$ cat src/rtl/adc_stream_pkg.sv
// adc_stream_pkg: shared constants, FSM state type and sizing helper for the ADC packet stream.
package adc_stream_pkg;
   localparam logic [7:0] SYNC_BYTE = 8'hA5;
   typedef enum logic [1:0] {IDLE, SYNC, SEQ, PAYLOAD} pktz_state_t;
   function automatic int bytes_per_ch(int w);
      return (w + 7) / 8;
   endfunction
endpackage

$ cat src/rtl/adc_sample_packetizer.sv
// adc_sample_packetizer: frames ADC sample sets into sync/seq/payload byte packets on AXI-Stream.
module adc_sample_packetizer
   import adc_stream_pkg::*;
#(
   parameter int NUM_CHANNELS   = 2,
   parameter int SAMPLE_WIDTH   = 12,
   parameter int DROP_CNT_WIDTH = 16
) (
   input  logic                                 sys_clk,
   input  logic                                 sys_rst_n,
   input  logic [NUM_CHANNELS*SAMPLE_WIDTH-1:0] sample_data,
   input  logic                                 sample_valid,
   output logic                                 sample_ready,
   input  logic                                 test_mode,
   output logic [7:0]                           m_tdata,
   output logic                                 m_tvalid,
   input  logic                                 m_tready,
   output logic                                 m_tlast,
   output logic [DROP_CNT_WIDTH-1:0]            drop_count
);
   localparam int BPC       = bytes_per_ch(SAMPLE_WIDTH);
   localparam int NPAY      = NUM_CHANNELS * BPC;
   localparam int PKT_BYTES = 2 + NPAY;
   localparam int IW        = $clog2(PKT_BYTES);
   localparam logic [IW-1:0] LAST = IW'(NPAY - 1);
   pktz_state_t             state;
   logic [NPAY*8-1:0]       hold, cap;
   logic [SAMPLE_WIDTH-1:0] pattern;
   logic [7:0]              seq, byte_nxt;
   logic [IW-1:0]           idx, idx_n;
   logic                    is_test;
   // Each channel lands in its own zero-padded little-endian byte slot.
   always_comb begin
      cap = '0;
      for (int k = 0; k < NUM_CHANNELS; k++)
         cap[k*BPC*8 +: SAMPLE_WIDTH] = test_mode ? SAMPLE_WIDTH'(pattern + SAMPLE_WIDTH'(k))
                                                  : sample_data[k*SAMPLE_WIDTH +: SAMPLE_WIDTH];
   end
   assign idx_n    = idx + 1'b1;
   assign byte_nxt = hold[idx_n*8 +: 8];
   always_ff @(posedge sys_clk or negedge sys_rst_n) begin
      if (!sys_rst_n) begin
         state        <= IDLE;
         sample_ready <= 1'b1;
         m_tvalid     <= 1'b0;
         m_tlast      <= 1'b0;
         m_tdata      <= '0;
         drop_count   <= '0;
         seq          <= '0;
         pattern      <= '0;
         hold         <= '0;
         idx          <= '0;
         is_test      <= 1'b0;
      end else begin
         if (sample_valid && !sample_ready && drop_count != '1) drop_count <= drop_count + 1'b1;
         case (state)
            IDLE: if (sample_valid) begin
               hold         <= cap;
               is_test      <= test_mode;
               sample_ready <= 1'b0;
               m_tvalid     <= 1'b1;
               m_tdata      <= SYNC_BYTE;
               state        <= SYNC;
            end
            SYNC: if (m_tready) begin
               m_tdata <= seq;
               state   <= SEQ;
            end
            SEQ: if (m_tready) begin
               idx     <= '0;
               m_tdata <= hold[7:0];
               m_tlast <= (NPAY == 1);
               state   <= PAYLOAD;
            end
            PAYLOAD: if (m_tready) begin
               if (idx == LAST) begin
                  seq          <= seq + 1'b1;
                  pattern      <= is_test ? pattern + 1'b1 : pattern;
                  m_tvalid     <= 1'b0;
                  m_tlast      <= 1'b0;
                  m_tdata      <= '0;
                  sample_ready <= 1'b1;
                  state        <= IDLE;
               end else begin
                  idx     <= idx_n;
                  m_tdata <= byte_nxt;
                  m_tlast <= (idx_n == LAST);
               end
            end
            default: state <= IDLE;
         endcase
      end
   end
endmodule

$ cat config.mk
export PLATFORM = sky130hd
export DESIGN_NAME = adc_sample_packetizer
export DESIGN_NICKNAME = d
export VERILOG_FILES = /design/src/rtl/adc_stream_pkg.sv /design/src/rtl/adc_sample_packetizer.sv
export SDC_FILE = /design/constraint.sdc
export NUM_CORES = 1
export LEC_CHECK = 0
export CORE_MARGIN = 10
export CORE_UTILIZATION = 57
export CTS_BUF_LIST = sky130_fd_sc_hd__clkbuf_8
export DETAILED_ROUTE_END_ITERATION = 8
export GPL_ROUTABILITY_DRIVEN = 0
export GPL_TIMING_DRIVEN = 1
export PLACE_DENSITY = 0.84
export SYNTH_ARGS = -nofsm -noshare
export SYNTH_HDL_FRONTEND = slang
export SYNTH_SLANG_ARGS = --single-unit
$ cat constraint.sdc
create_clock -name sys_clk -period 2.2 [get_ports sys_clk]
set_input_delay 0.22 -clock sys_clk [delete_from_list [all_inputs] [get_ports sys_clk]]
set_output_delay 0.22 -clock sys_clk [all_outputs]
set_load 0.005 [all_outputs]
==> metrics.txt <==
Residual DRC 0; Inserted Diodes 0; WL/cell 17.9 um; Pleak 2.23 nW; largest net degree at the start of global routing 46; top-count cell post-synth dfrtp_1; net count after synthesis 444; Synth async-reset ratio 1.00; antenna violations before repair 0; fmax 509 MHz; die area 11000 um2; CTS max path bufs 2; Req. time, crit path 2.44 ns; fin crit share 0.893; global-route wire length before repair 17100 um; remaining global-route overflow 0; CTS root buf clkbuf_8; status completed; Hold Vio Cnt, Final 0; CP max FO 9; GRT Total Usage 0.186; FP Rows 30; total CTS buffers 9; Avg Cell Area, Syn 10.2 um2; sequential power share 0.413; flops & latches, synth 77; clock latency on the worst-skew pair 0.35 ns; worst endpoint data arrival time 2.20 ns; Placeable Area 6910 um2; CP startpoint kind flip-flop; power density over cell area 1060 nW/um2; Vias 3304; area grow syn2layout 21.3%; Post-DP Area 4770 um2; Net Switching 0.00190 W; clk_skew 0.0100 ns; Place WS 0.230 ns; Die H 105 um; Ports 56; Yosys cell types 57; number of synthesized flops with an enable pin 0; final HPWL from detailed placement 7490 um; Min Hold Slack 0.364 ns; Yosys top cell area share 0.463; vias per cell 5.91; Finished Cell Area 4980 um2; drt pass-1 iters 5; antenna-violating nets left 0; postcts setup bufs 0; clock sink count 77; Die X 105 um; H-tree Lvls 3; top cells by area, synth dfrtp_1 (46%), xor2_1 (4.7%), nand2_1 (4.6%); final WL 10000 um; Crit Path Class reg2reg; Least-Margin Pin Slew 0.620 ns; Worst setup EP type flip-flop; Commonest cells post-synth dfrtp_1 (76), nand2_1 (50), o21ai_0 (35); vias in the first global route 3452; Max-Cap Viols 0; share of cells above drive strength 1 0.0886; worst vdd ir 464 uV; register area share after synthesis 0.470; Final Slew Violations 0; Pint 0.00335 W; Ys Warns 0; final setup margin 0.235 ns; Starting Density 0.594; cell taking the most area after synthesis dfrtp_1; Final Net Count 498; crit path time final 1.97 ns; Relative slew margins 0.582; Final setup viols 0; Buf+Inv Stages, Crit Path 1; clock-pin slew on the worst setup and hold paths 0.08 ns; Worst path slowest cell o21ai_0; largest stage delay on the critical path 0.52 ns; Tightest Hold Check Type in2async; crit-path cells inv_1, ha_1, nor3_1, o21ai_0, nor2_2, a22o_1; ys flop type dfrtp_1; Syn Inst Count 404; critical path's top delay family compound AO/OA/AOI/OAI gates; Port Buf Inserts 55; CTS tree yes; sw frac 0.361; DRC marker count from the first detailed-route iteration 266; RSZ-0062 raised after global routing false; setup total negative slack 0 ns; Clock Power Share 0.202; synthesized cell area 4100 um2; Combinational Power Share 0.386
==> cell usage in the layout, fill, tap and decap left out, types with 5 or more instances in the layout <==
cell and count:
nor3b_1 5, clkbuf_8 10, xor2_1 22, nor4_1 8
clkdlybuf4s50_1 54, o211ai_1 7, inv_1 10, xnor2_1 12
buf_4 9, a21oi_1 9, nand3_1 10, a31oi_1 5
ha_1 11, nor2_1 18, nand4_1 12, mux2i_1 18
nand2_1 50, a22o_1 7, nor3_1 8, o21ai_0 35
dfrtp_1 76
==> metrics by stage <==
stage,cells,util,power [W]
floorplan,404,-,0.00333
global placement,542,0.691,0.00409
detailed placement,542,0.691,0.00419
CTS,559,0.720,0.00524
global route,559,0.721,0.00561
finish,559,0.721,0.00525
==> what timing repair did <==
item,in CTS,in global routing
endpoints found under the hold margin,36,0
gates resized for setup,0,1
hold buffers,1,0
setup endpoints to repair,0,2
==> power groups by stage <==
| stage | clock network, W | registers [W] | logic (W) |
|---|---|---|---|
| final | 0.00106 | 0.00217 | 0.00203 |
| after global routing | 0.00114 | 0.00222 | 0.00225 |
| after CTS | 0.00106 | 0.00216 | 0.00202 |
| after detailed placement | 0 | 0.00219 | 0.00200 |
| after global placement | 0 | 0.00216 | 0.00193 |
| after floorplan | 0 | 0.00210 | 0.00123 |
==> flip-flops by register name, indices dropped and copies added (netlist names) <==
| name | cells |
|---|---|
| hold | 24 |
| drop_count | 16 |
| pattern | 12 |
| m_tdata | 8 |
| seq | 8 |
| idx | 3 |
| state | 2 |
| is_test | 1 |
| m_tlast | 1 |
| m_tvalid | 1 |
| sample_ready | 1 |
==> final cells by class <==
| type | instances | area (um2) |
|---|---|---|
| tap | 96 | 120 |
| fill | 518 | 1930 |
| timing repair buffer | 66 | 658 |
| clock inverter | 6 | 56.3 |
| multi-input combinational | 296 | 2050 |
| inverter | 8 | 30.0 |
| sequential | 77 | 1930 |
| clock buffer | 10 | 138 |
==> final timing paths <==
kind                       startpoint      endpoint  slack [ns]  cells after the start
max                          state[1]    m_tdata[6]        0.23                      6
min                         sys_rst_n    pattern[6]        0.36                      2
max reg2reg                  state[1]    m_tdata[6]        0.23                      6
min reg2reg                  hold[11]      hold[11]        0.48                      2
max in group asynchronous   sys_rst_n  sample_ready        1.19                      3
min in group sys_clk         hold[11]      hold[11]        0.48                      2
==> kinds of logic after synthesis <==
| kind of cell | Yosys count | synth area share |
|---|---|---|
| fa+ha+maj | 11 | 0.0335 |
| simple gates | 140 | 0.182 |
| buf+inv | 31 | 0.0317 |
| mux | 26 | 0.0768 |
| compound gates | 85 | 0.133 |
| flops | 77 | 0.470 |
| xor+xnor | 34 | 0.0726 |
==> per-layer routing <==
layer	share of wire	GRT usage	wire length [um]	vias to the layer above
met4	0.020	0.0647	201	0
met2	0.48	0.294	4810	116
li1	-	-	-	1564
met3	0.057	0.0430	569	24
met1	0.44	0.245	4460	1600
met5	0	0	0	-
No activity file was read; power rests on OpenSTA's default activity.
